File: config.mk
export PLATFORM = sky130hd
export DESIGN_NAME = uart_frame_decoder_flat
export DESIGN_NICKNAME = d
export VERILOG_FILES = /design/src/rtl/uart_frame_decoder_pkg.sv /design/src/rtl/uart_frame_decoder_if.sv /design/src/rtl/uart_frame_addr_ctr.sv /design/src/rtl/uart_frame_decoder.sv /design/src/flat_wrapper.sv
export SDC_FILE = /design/constraint.sdc
export NUM_CORES = 1
export LEC_CHECK = 0
export CORE_ASPECT_RATIO = 1.75
export CORE_MARGIN = 2
export CORE_UTILIZATION = 59
export CTS_BUF_LIST = sky130_fd_sc_hd__clkbuf_4
export DETAILED_ROUTE_END_ITERATION = 8
export GPL_TIMING_DRIVEN = 0
export MAX_ROUTING_LAYER = met4
export PLACE_DENSITY = 0.94
export SLEW_MARGIN = 20
export SYNTH_ARGS = -nofsm -noshare
export SYNTH_HDL_FRONTEND = slang
export SYNTH_HIERARCHICAL = 1
export SYNTH_SLANG_ARGS = --single-unit
File: constraint.sdc
create_clock -name clk -period 2.9 [get_ports clk]
set_input_delay 0.58 -clock clk [delete_from_list [all_inputs] [get_ports clk]]
set_output_delay 0.58 -clock clk [all_outputs]
set_load 0.03 [all_outputs]
File: src/rtl/uart_frame_decoder_pkg.sv
// Shared definitions for the UART frame decoder: header bytes, FSM state
// codes, payload field layout, default command words and GA-to-slot mapping.
package uart_frame_decoder_pkg;

   localparam logic [7:0] HDR0 = 8'hEB;
   localparam logic [7:0] HDR1 = 8'h9C;

   typedef logic [2:0] state_t;
   localparam state_t ST_IDLE     = 3'd0;
   localparam state_t ST_HEAD2    = 3'd1;
   localparam state_t ST_PAYLOAD  = 3'd2;
   localparam state_t ST_CSUM     = 3'd3;
   localparam state_t ST_DISPATCH = 3'd4;

   localparam int CMD_LSB  = 32;
   localparam int SLOT_LSB = 28;
   localparam int PORT_LSB = 24;
   localparam int DATA_LSB = 0;

   localparam logic [31:0] DEF_WR_CMD  = 32'h02002000;
   localparam logic [31:0] DEF_CLR_CMD = 32'h02002004;
   localparam logic [3:0]  PORT_ALL    = 4'hF;

   typedef struct packed {
      logic [31:0] cmd;
      logic [3:0]  slot;
      logic [3:0]  port;
      logic [23:0] data;
   } payload_t;

   // Backplane geographic address to slot number; unpopulated positions map to 0.
   function automatic logic [3:0] ga_to_slot(input logic [4:0] ga);
      if (ga >= 5'd2 && ga <= 5'd8)
         return ga[3:0] - 4'd1;
      else if (ga >= 5'd10 && ga <= 5'd17)
         return 4'(ga - 5'd2);
      else
         return 4'd0;
   endfunction

endpackage

File: src/rtl/uart_frame_decoder_if.sv
// Byte-stream input and RAM write bus of the UART frame decoder.
interface uart_frame_decoder_if #(
   parameter int NUM_PORTS = 4,
   parameter int ADDR_W    = 11,
   parameter int DATA_W    = 24
);
   logic [7:0]           frame_data_in;
   logic                 frame_data_ena;
   logic [NUM_PORTS-1:0] o_wea;
   logic [ADDR_W-1:0]    o_waddr;
   logic [DATA_W-1:0]    o_wdata;

   modport master (output frame_data_in, frame_data_ena,
                   input  o_wea, o_waddr, o_wdata);
   modport slave  (input  frame_data_in, frame_data_ena,
                   output o_wea, o_waddr, o_wdata);
endinterface

File: src/rtl/uart_frame_addr_ctr.sv
// Per-port RAM write-address counter with sticky wrap flag.
module uart_frame_addr_ctr
   import uart_frame_decoder_pkg::*;
#(
   parameter int ADDR_W = 11
) (
   input  logic              clk,
   input  logic              rst,
   input  logic              wr,
   input  logic              clr,
   output logic [ADDR_W-1:0] addr,
   output logic              ovf
);
   // Advance after each write; flag the wrap from all-ones back to zero.
   always_ff @(posedge clk) begin
      if (rst || clr) begin
         addr <= '0;
         ovf  <= 1'b0;
      end else if (wr) begin
         addr <= addr + ADDR_W'(1);
         if (addr == '1)
            ovf <= 1'b1;
      end
   end
endmodule

File: src/rtl/uart_frame_decoder.sv
// UART command-frame decoder: parses EB 9C framed packets, validates the
// checksum and slot, and turns write/clear commands into RAM port strobes.
module uart_frame_decoder
   import uart_frame_decoder_pkg::*;
#(
   parameter int          NUM_PORTS   = 4,
   parameter int          ADDR_W      = 11,
   parameter int          DATA_W      = 24,
   parameter int          TIMEOUT_CYC = 1000,
   parameter logic [31:0] WR_CMD      = DEF_WR_CMD,
   parameter logic [31:0] CLR_CMD     = DEF_CLR_CMD
) (
   input  logic                 clk,
   input  logic                 rst,
   uart_frame_decoder_if.slave  bus,
   input  logic [4:0]           GA,
   output logic [NUM_PORTS-1:0] o_ovf,
   output logic [15:0]          o_ok_cnt,
   output logic [15:0]          o_csum_err_cnt,
   output logic [15:0]          o_to_err_cnt
);
   localparam int               GAP_W      = $clog2(TIMEOUT_CYC + 1);
   localparam logic [GAP_W-1:0] GAP_LAST   = GAP_W'(TIMEOUT_CYC - 1);
   localparam logic [4:0]       PORT_LIMIT = 5'(NUM_PORTS);

   state_t            state;
   logic [2:0]        idx;
   logic [63:0]       payload;
   logic [7:0]        csum;
   logic [GAP_W-1:0]  gap;
   logic [3:0]        slot_q;
   logic              in_frame, timeout, csum_ok;
   payload_t          pl;

   logic              vld_p1, wr_p1, clr_p1;
   logic [3:0]        port_p1;
   logic [DATA_W-1:0] data_p1;

   logic [NUM_PORTS-1:0] ctr_wr, ctr_clr;
   logic [ADDR_W-1:0]    ctr_addr [NUM_PORTS];
   logic [ADDR_W-1:0]    sel_addr;

   function automatic logic [15:0] sat_inc(input logic [15:0] v);
      return (v == 16'hFFFF) ? v : v + 16'd1;
   endfunction

   // Frame status flags and payload field split.
   always_comb begin
      in_frame = (state == ST_HEAD2) || (state == ST_PAYLOAD) || (state == ST_CSUM);
      timeout  = in_frame && !bus.frame_data_ena && (gap == GAP_LAST);
      csum_ok  = (csum == 8'h00);
      pl.cmd   = payload[CMD_LSB +: 32];
      pl.slot  = payload[SLOT_LSB +: 4];
      pl.port  = payload[PORT_LSB +: 4];
      pl.data  = payload[DATA_LSB +: 24];
   end

   // Byte parser: header sync, payload capture, running checksum, gap timeout.
   always_ff @(posedge clk) begin
      if (rst) begin
         state   <= ST_IDLE;
         idx     <= '0;
         payload <= '0;
         csum    <= '0;
         gap     <= '0;
      end else if (timeout) begin
         state <= ST_IDLE;
         gap   <= '0;
      end else if (in_frame && !bus.frame_data_ena) begin
         gap <= gap + GAP_W'(1);
      end else begin
         gap <= '0;
         case (state)
            ST_HEAD2: begin
               if (bus.frame_data_in == HDR1) begin
                  state <= ST_PAYLOAD;
                  idx   <= '0;
                  csum  <= csum + bus.frame_data_in;
               end else if (bus.frame_data_in == HDR0) begin
                  csum <= HDR0;
               end else begin
                  state <= ST_IDLE;
               end
            end
            ST_PAYLOAD: begin
               payload[{idx, 3'b000} +: 8] <= bus.frame_data_in;
               csum <= csum + bus.frame_data_in;
               if (idx == 3'd7)
                  state <= ST_CSUM;
               else
                  idx <= idx + 3'd1;
            end
            ST_CSUM: begin
               csum  <= csum + bus.frame_data_in;
               state <= ST_DISPATCH;
            end
            default: begin
               // IDLE and the single DISPATCH cycle both look for a new header.
               state <= ST_IDLE;
               if (bus.frame_data_ena && bus.frame_data_in == HDR0) begin
                  state <= ST_HEAD2;
                  csum  <= HDR0;
               end
            end
         endcase
      end
   end

   // Slot number derived from the geographic address, registered every cycle.
   always_ff @(posedge clk) begin
      if (rst)
         slot_q <= '0;
      else
         slot_q <= ga_to_slot(GA);
   end

   // Frame statistics, saturating.
   always_ff @(posedge clk) begin
      if (rst) begin
         o_ok_cnt       <= '0;
         o_csum_err_cnt <= '0;
         o_to_err_cnt   <= '0;
      end else begin
         if (timeout)
            o_to_err_cnt <= sat_inc(o_to_err_cnt);
         if (state == ST_DISPATCH) begin
            if (csum_ok)
               o_ok_cnt <= sat_inc(o_ok_cnt);
            else
               o_csum_err_cnt <= sat_inc(o_csum_err_cnt);
         end
      end
   end

   // Stage p1 control: a valid, slot-matched frame qualifies a write or clear.
   always_ff @(posedge clk) begin
      if (rst) begin
         vld_p1 <= 1'b0;
         wr_p1  <= 1'b0;
         clr_p1 <= 1'b0;
      end else begin
         vld_p1 <= (state == ST_DISPATCH) && csum_ok && (pl.slot == slot_q);
         wr_p1  <= (pl.cmd == WR_CMD) && ({1'b0, pl.port} < PORT_LIMIT);
         clr_p1 <= (pl.cmd == CLR_CMD);
      end
   end

   // Stage p1 data: port and write data carried with the control bits.
   always_ff @(posedge clk) begin
      port_p1 <= pl.port;
      data_p1 <= pl.data[DATA_W-1:0];
   end

   // Per-port write/clear strobes and selection of the addressed counter.
   always_comb begin
      ctr_wr   = '0;
      ctr_clr  = '0;
      sel_addr = '0;
      for (int i = 0; i < NUM_PORTS; i++) begin
         ctr_wr[i]  = vld_p1 && wr_p1 && (port_p1 == 4'(i));
         ctr_clr[i] = vld_p1 && clr_p1 && ((port_p1 == 4'(i)) || (port_p1 == PORT_ALL));
         if (port_p1 == 4'(i))
            sel_addr = ctr_addr[i];
      end
   end

   for (genvar p = 0; p < NUM_PORTS; p++) begin : g_port
      uart_frame_addr_ctr #(.ADDR_W(ADDR_W)) u_ctr (
         .clk  (clk),
         .rst  (rst),
         .wr   (ctr_wr[p]),
         .clr  (ctr_clr[p]),
         .addr (ctr_addr[p]),
         .ovf  (o_ovf[p])
      );
   end

   // Stage p2: one-cycle write strobe; address and data hold between writes.
   always_ff @(posedge clk) begin
      if (rst) begin
         bus.o_wea   <= '0;
         bus.o_waddr <= '0;
         bus.o_wdata <= '0;
      end else begin
         bus.o_wea <= ctr_wr;
         if (|ctr_wr) begin
            bus.o_waddr <= sel_addr;
            bus.o_wdata <= data_p1;
         end
      end
   end

endmodule
File: src/flat_wrapper.sv
// flat-port wrapper written by rule: the top's interface ports become plain ports
module uart_frame_decoder_flat import uart_frame_decoder_pkg::*;
#(
   parameter int          NUM_PORTS   = 4,
   parameter int          ADDR_W      = 11,
   parameter int          DATA_W      = 24,
   parameter int          TIMEOUT_CYC = 1000,
   parameter logic [31:0] WR_CMD      = DEF_WR_CMD,
   parameter logic [31:0] CLR_CMD     = DEF_CLR_CMD
)
  (clk, rst, GA, o_ovf, o_ok_cnt, o_csum_err_cnt, o_to_err_cnt, bus_frame_data_in, bus_frame_data_ena, bus_o_wea, bus_o_waddr, bus_o_wdata);
  uart_frame_decoder_if #(.NUM_PORTS(NUM_PORTS), .ADDR_W(ADDR_W), .DATA_W(DATA_W)) bus_i ();
  input  logic clk;
  input  logic rst;
  input  logic [4:0] GA;
  output logic [NUM_PORTS-1:0] o_ovf;
  output logic [15:0] o_ok_cnt;
  output logic [15:0] o_csum_err_cnt;
  output logic [15:0] o_to_err_cnt;
  input wire logic [$bits(bus_i.frame_data_in)-1:0] bus_frame_data_in;
  input wire logic [$bits(bus_i.frame_data_ena)-1:0] bus_frame_data_ena;
  output wire logic [$bits(bus_i.o_wea)-1:0] bus_o_wea;
  output wire logic [$bits(bus_i.o_waddr)-1:0] bus_o_waddr;
  output wire logic [$bits(bus_i.o_wdata)-1:0] bus_o_wdata;
  assign bus_i.frame_data_in = bus_frame_data_in;
  assign bus_i.frame_data_ena = bus_frame_data_ena;
  assign bus_o_wea = bus_i.o_wea;
  assign bus_o_waddr = bus_i.o_waddr;
  assign bus_o_wdata = bus_i.o_wdata;
  uart_frame_decoder #(.NUM_PORTS(NUM_PORTS), .ADDR_W(ADDR_W), .DATA_W(DATA_W), .TIMEOUT_CYC(TIMEOUT_CYC), .WR_CMD(WR_CMD), .CLR_CMD(CLR_CMD)) u_core (.clk(clk), .rst(rst), .bus(bus_i), .GA(GA), .o_ovf(o_ovf), .o_ok_cnt(o_ok_cnt), .o_csum_err_cnt(o_csum_err_cnt), .o_to_err_cnt(o_to_err_cnt));
endmodule
==> flow_metrics.tcl, run 1 <==
set metrics [dict create \
    status "complete, no violations" \
    cts_tree "done" \
    fp.dieArea_um2 20200 \
    finalWorstPathRequiredPeriod_ns 2.74 \
    final-hold-violation-count 0 \
    via_per_inst 6.11 \
    cts_sinks 258 \
    h-tree-depth 2 \
    cts_buffer_depth 3 \
    async_flop_share_pct 0 \
    grt_pass1_vias 10361 \
    synth.largest_area_cell "sky130_fd_sc_hd__dfxtp_1" \
    placeableCoreArea_um2 18600 \
    share_of_synthesized_area_spent_on_multiplexers_pct 7.85 \
    highest_attainable_clock_frequency_ghz 0.365 \
    number_of_distinct_standard_cells_referenced_by_the_synthesized_netlist 79 \
    final_max_slew_viol_count 0 \
    worst_setup_hold_path_clk_slew_ns 0.07 \
    synth_enable_flop_cells 0 \
    leakagePower_nw 4.87 \
    multi_input_comb_area_um2 5690 \
    synth_common_cells "sky130_fd_sc_hd__dfxtp_1 (258), sky130_fd_sc_hd__nor2_1 (163), sky130_fd_sc_hd__nand2_1 (118)" \
    cap_viol_max_count 0 \
    cts-resized-gates 1 \
    via_count 10210 \
    worst-path-max-fanout 11 \
    final-instance-count-excl-fill 1670 \
    routed_wire_length_per_instance_um 18.2 \
    cp-start-kind "input pin" \
    ctsRootBufferMaster "sky130_fd_sc_hd__clkbuf_4" \
    hpwl_um 20500 \
    cts_post_setup_buffers_inserted 0 \
    final-seq-area_um2 5160 \
    yosys.area.top_type_share_pct 46.0 \
    globalRouteTotalUtil_pct 30.9 \
    period_share_pct 94.4 \
    timing.slew.headroom_pct 47.1 \
    synthMostInstantiatedCell "sky130_fd_sc_hd__dfxtp_1" \
    n_fill_cell 1280 \
    detail_route.iter0.violations 914 \
    p_per_area_nw_per_um2 498 \
    peakVddDrop_mv 0.310 \
    area_growth_pct 18.9 \
    ys_ff_latch 258 \
    drt_wl_total_um 30400 \
    clock-skew-final_ns 0.0431 \
    synth_nets 1264 \
    initial_antenna_violation_count 1 \
    worst-slew-pin-transition_ns 0.793 \
    route.detailed.drc 0 \
    grt_setup_unrepaired "no" \
    share_of_post_route_cells_with_drive_strength_above_1_pct 12.7 \
    cp-end-kind "register" \
    cts_hold_buffers 0 \
    place.gp.congestion 0.987 \
    setup_viol 0 \
    hold_path_class "reg2reg" \
    netlist_area_um2 11200 \
    cell_count_after_synthesis 1224 \
    postLayoutSetupSlackWorst_ns 0.163 \
    cp_data_required_time_ns 3.40 \
    wire_length_of_the_first_global_routing_pass_um 49100 \
    synth_warnings 6 \
    overflow_left_after_global_routing 0 \
    design.final.nets 1428 \
    io_pins 107 \
    synth-main-ff-cell "sky130_fd_sc_hd__dfxtp_1" \
    floorplan.rows 66 \
    main_combinational_cell_family_by_area_after_synthesis "simple AND/OR/NAND/NOR gates" \
    cp_data_arrival_time_ns 3.23 \
    buffer_ports.inserted 105 \
    synth-compound-area-share_pct 12.0 \
    start_util_pct 60.4 \
    synth_top_cells_by_area "sky130_fd_sc_hd__dfxtp_1 (46%), sky130_fd_sc_hd__mux2i_1 (6.5%), sky130_fd_sc_hd__nor2_1 (5.5%)" \
    detailedRoute.firstPassIterationCount 5 \
    maximum_number_of_pins_on_one_net_before_global_route_repair 16 \
    cts-buffers-inserted 57 \
    die-height_um 186 \
    cp_class "in2reg" \
    ant_nets 0 \
    synth-seq-area-share_pct 46.0 \
    synth_xor_xnor_area_share_pct 3.36 \
    placement.setup.worst_slack_ns -0.733 \
    post_synth_and_or_nand_nor_area_fraction_pct 24.6 \
    numPlacedInstances 1567 \
    mean_instance_size_in_the_synthesized_netlist_um2 9.17 \
    synth-adder-area-share_pct 2.74 \
    worst_skew_pair.late_latency_ns 0.68 \
    fp.dieW_um 108 \
]
## cell families (layout without fill, tap and decap cells)
group	Yosys count	in the layout
AND/OR/NAND/NOR	521	521
flip-flops	258	258
AO/OA/AOI/OAI	205	205
buffers and inverters	88	295
multiplexers	85	85
XOR/XNOR	43	43
adder cells (fa/ha/maj)	24	24
other	0	1
## critical path, stage by stage
cell,delay [ns]
sky130_fd_sc_hd__clkdlybuf4s50_1,0.78
sky130_fd_sc_hd__clkbuf_2,0.38
sky130_fd_sc_hd__clkbuf_1,0.46
sky130_fd_sc_hd__clkbuf_2,0.41
sky130_fd_sc_hd__clkbuf_1,0.47
sky130_fd_sc_hd__nor2_1,0.15
## placed cells by master (no fill, tap or decap), drive strengths merged, types with 22 or more instances in the layout
| cell | Yosys | layout |
|---|---|---|
| a21oi | 84 | 84 |
| clkbuf | 44 | 131 |
| clkdlybuf4s50 | 0 | 105 |
| dfxtp | 258 | 258 |
| ha | 23 | 23 |
| inv | 23 | 24 |
| mux2i | 73 | 73 |
| nand2 | 118 | 118 |
| nand3 | 40 | 40 |
| nand4 | 29 | 29 |
| nor2 | 164 | 164 |
| nor3 | 25 | 25 |
| o21ai | 49 | 49 |
| or3 | 26 | 26 |
| xnor2 | 22 | 22 |
## layout make-up
| class | instances | area share (%) |
|---|---|---|
| antenna | 1 | 0.0188 |
| buffer | 65 | 2.18 |
| clock buffer | 87 | 4.89 |
| clock inverter | 15 | 0.816 |
| inverter | 23 | 0.647 |
| multi-input combinational | 878 | 42.6 |
| sequential | 258 | 38.7 |
| tap | 238 | 2.23 |
| timing repair buffer | 105 | 7.88 |
## sequential cells by signal, summed over array words and instances, names as in the netlist, 8 cells and up
name / cells
u_core/g_port.u_ctr/addr: 44
u_core/gap: 10
u_core/csum: 8
u_core/payload: 64
u_core/o_csum_err_cnt: 16
u_core/bus.o_waddr: 11
u_core/data_p1: 24
u_core/o_ok_cnt: 16
u_core/bus.o_wdata: 24
u_core/o_to_err_cnt: 16
## per-stage QoR
step	TNS, ns	instance area (um2)	power [W]	hold WS, ns	utilization [%]
2_1_floorplan	0	11200	0.00372	0.330	-
3_3_place_gp	-48.39	12600	0.00379	0.336	67.6
3_5_place_dp	-54.24	12600	0.00380	0.335	67.6
4_1_cts	0	13300	0.00669	0.350	71.7
5_1_grt	0	13300	0.00689	0.351	71.8
6_report	0	13300	0.00665	0.351	71.8
## layer usage
layer / vias to the layer above / track usage, % / wire length, um / share of wire [%]
met2: 529 / 54.4 / 16200 / 53
met3: 176 / 4.72 / 1880 / 6.2
li1: 4703 / - / - / -
met5: - / - / 0 / 0
met4: 0 / 21.8 / 2080 / 6.8
met1: 4802 / 30.0 / 10300 / 34
## path summary, 6_finish.rpt
check / depth (start not counted) / startpoint / slack (ns) / end
setup / recovery: 6 / rst / 0.16 / u_core/payload[23]$_SDFFE_PP0P_
setup reg to reg: 8 / u_core/port_p1[3]$_DFF_P_ / 0.31 / u_core/g_port[3].u_ctr/addr[9]$_SDFFE_PP0P_
hold reg to reg: 0 / u_core/payload[10]$_SDFFE_PP0P_ / 0.35 / u_core/data_p1[10]$_DFF_P_
hold / removal: 0 / u_core/payload[10]$_SDFFE_PP0P_ / 0.35 / u_core/data_p1[10]$_DFF_P_
## where the power goes
| part | internal [W] | total [W] | switching [W] |
|---|---|---|---|
| Clock | 0.00154 | 0.00293 | 0.00139 |
| Sequential | 0.00354 | 0.00355 | 0.00000175 |
| Combinational | 0.0000531 | 0.000180 | 0.000127 |
| Total | 0.00513 | 0.00665 | 0.00152 |
Power figures use the tool's default switching activity.
==> inputs of run 2 (changes only) <==
--- a/config.mk
+++ b/config.mk
@@ -7,12 +7,12 @@
 export LEC_CHECK = 0
 export CORE_ASPECT_RATIO = 1.75
 export CORE_MARGIN = 2
-export CORE_UTILIZATION = 59
+export CORE_UTILIZATION = 58
 export CTS_BUF_LIST = sky130_fd_sc_hd__clkbuf_4
 export DETAILED_ROUTE_END_ITERATION = 8
 export GPL_TIMING_DRIVEN = 0
 export MAX_ROUTING_LAYER = met4
-export PLACE_DENSITY = 0.94
+export PLACE_DENSITY = 0.93
 export SLEW_MARGIN = 20
 export SYNTH_ARGS = -nofsm -noshare
 export SYNTH_HDL_FRONTEND = slang
==> run 2 against run 1 <==
Effect of this change: sequential power hardly changed; combinational power is 2% lower; via count is 3.0% lower; first-iteration DRC count is 11% lower; maximum frequency is 0.49% lower; wire length is 6.3% lower; worst setup slack worse by 0.013 ns; critical path type unchanged; highest routed layer unchanged.
==> flow_metrics.tcl, run 2 (synthesized netlist as in run 1, its figures left out) <==
set metrics [dict create \
    h-tree-depth 2 \
    postLayoutSetupSlackWorst_ns 0.150 \
    share_of_post_route_cells_with_drive_strength_above_1_pct 12.3 \
    highest_attainable_clock_frequency_ghz 0.364 \
    final_sum_of_negative_setup_slack_ns 0 \
    hold_sp "u_core/payload[2]$_SDFFE_PP0P_" \
    peakVddDrop_mv 0.308 \
    layout.cells.most_common_list "sky130_fd_sc_hd__dfxtp_1 (258), sky130_fd_sc_hd__nor2_1 (163), sky130_fd_sc_hd__nand2_1 (118), sky130_fd_sc_hd__clkdlybuf4s50_1 (105), sky130_fd_sc_hd__a21oi_1 (84)" \
    slowest_delay_ns 0.80 \
    cells_along_the_critical_path "clkdlybuf4s50_1 -> clkbuf_1 -> clkbuf_1 -> clkbuf_2 -> clkbuf_1 -> nor2_1" \
    place.gp.congestion 0.975 \
    worst_skew_pair.late_latency_ns 0.69 \
    timing.slew.headroom_pct 48.2 \
    detail_route.iter0.violations 814 \
    cts_sinks 258 \
    worst_path_max_delay_cell "sky130_fd_sc_hd__clkdlybuf4s50_1" \
    maximum_number_of_pins_on_one_net_before_global_route_repair 15 \
    n_fill_cell 1336 \
    wire_length_of_the_first_global_routing_pass_um 45800 \
    cp-start-kind "input pin" \
    via_per_inst 5.94 \
    grt_setup_unrepaired "no" \
    regToRegSetupSlack_ns 0.31 \
    finalWorstPathRequiredPeriod_ns 2.75 \
    via_count 9899 \
    critical_path.most_common_cell "sky130_fd_sc_hd__clkbuf_1" \
    worst-path-max-fanout 11 \
    ant_nets 0 \
    floorplan.rows 67 \
    period_share_pct 94.8 \
    final-hold-violation-count 0 \
    top_register "u_core/payload" \
    route.detailed.drc 0 \
    ff2ff_path_depth 8 \
    cp_data_arrival_time_ns 3.29 \
    detailedRoute.firstPassIterationCount 6 \
    cp_data_required_time_ns 3.44 \
    routed_wire_length_per_instance_um 17.1 \
    placeableCoreArea_um2 19000 \
    final_common_cell "sky130_fd_sc_hd__dfxtp_1" \
    registers_with_the_most_flip_flops "u_core/payload (64), u_core/g_port.u_ctr/addr (44)" \
    clock-skew-final_ns 0.0307 \
    cts_hold_buffers 0 \
    reg_to_reg_critical_path_endpoint "u_core/g_port[3].u_ctr/addr[10]$_SDFFE_PP0P_" \
    cp-end-kind "register" \
    p_per_area_nw_per_um2 485 \
    fp.dieW_um 109 \
    fp.dieArea_um2 20500 \
    status "complete, no violations" \
    start_util_pct 59.0 \
    area_growth_pct 18.3 \
    cap_viol_max_count 0 \
    initial_antenna_violation_count 1 \
    worst-slew-pin-transition_ns 0.778 \
    worst_hold_path.num_cells 0 \
    io_pins 107 \
    overflow_left_after_global_routing 0 \
    cts_tree "done" \
    hpwl_um 20400 \
    globalRouteTotalUtil_pct 28.5 \
    drt_wl_total_um 28500 \
    worst_setup_hold_path_clk_slew_ns 0.07 \
    grt_pass1_vias 9800 \
    design.final.nets 1428 \
    ctsRootBufferMaster "sky130_fd_sc_hd__clkbuf_4" \
    setup_viol 0 \
    largest_reg_flops 64 \
    placement.setup.worst_slack_ns -0.601 \
    buffer_ports.inserted 105 \
    cts-buffers-inserted 57 \
    critical_path.reg2reg.startpoint "u_core/port_p1[3]$_DFF_P_" \
    hold_end "u_core/data_p1[2]$_DFF_P_" \
    die-height_um 188 \
    cp_class "in2reg" \
    leakagePower_nw 4.83 \
    cts_buffer_depth 3 \
    final_core_util_pct 69.8 \
    final_max_slew_viol_count 0 \
    hold_path_class "reg2reg" \
]
[run 2: cell types whose count changed in the layout (fill, tap and decap cells not counted), sizes merged]
cell / change
clkinv: +1
bufinv: -1
clkbuf: -6
[run 2: critical path: cells and delay by family]
family        cells  cell delay, ns
buf+inv           5            2.57
simple gates      1            0.13
[run 2: where the power goes]
part	switching (W)	internal, W
Clock	0.00135	0.00136
Combinational	0.000123	0.0000528
Sequential	0.00000173	0.00354
Total	0.00148	0.00496
[run 2: timing repair]
action                     in CTS  in global routing
gates resized for setup         0                  3
setup endpoints to repair       0                 50
setup buffers                   0                  0
[run 2: metrics by stage]
stage / hold slack [ns] / instances / area [um2] / power (W)
global placement: 0.335 / 1570 / 12600 / 0.00379
finish: 0.337 / 1667 / 13300 / 0.00644
detailed placement: 0.337 / 1570 / 12600 / 0.00380
global route: 0.345 / 1667 / 13300 / 0.00667
floorplan: 0.330 / 1224 / 11200 / 0.00372
CTS: 0.337 / 1666 / 13300 / 0.00647
[run 2: worst max-delay path by stage]
stage / endpoint / cells after the start / slack [ns] / startpoint
2_1_floorplan: u_core/o_csum_err_cnt[11]$_SDFFE_PP0P_ / 7 / 0.71 / u_core/o_csum_err_cnt[0]$_SDFFE_PP0P_
4_1_cts: u_core/payload[48]$_SDFFE_PP0P_ / 6 / 0.06 / rst
3_5_place_dp: u_core/payload[31]$_SDFFE_PP0P_ / 6 / -0.60 / rst
3_3_place_gp: u_core/payload[31]$_SDFFE_PP0P_ / 6 / -0.65 / rst
5_1_grt: u_core/payload[48]$_SDFFE_PP0P_ / 6 / 0.03 / rst
6_report: u_core/payload[48]$_SDFFE_PP0P_ / 6 / 0.15 / rst
[run 2: area by class of cell]
class                           instances  area [um2]  share of cell area (%)
Antenna cell                            1        2.50                  0.0188
Buffer                                 65         289                    2.18
Clock buffer                           81         608                    4.58
Clock inverter                         15        83.8                   0.631
Inverter                               23        86.3                   0.650
Multi-Input combinational cell        878        5690                    42.9
Sequential cell                       258        5160                    38.9
Tap cell                              241         302                    2.27
Timing Repair Buffer                  105        1050                    7.92
[run 2: per-layer routing]
metal | global-route usage (%) | vias to the layer above | wire length, um
met1 | 28.3 | 4664 | 10000
met5 | - | - | 0
li1 | - | 4709 | -
met4 | 17.5 | 0 | 1450
met3 | 4.62 | 124 | 1620
met2 | 50.6 | 402 | 15400
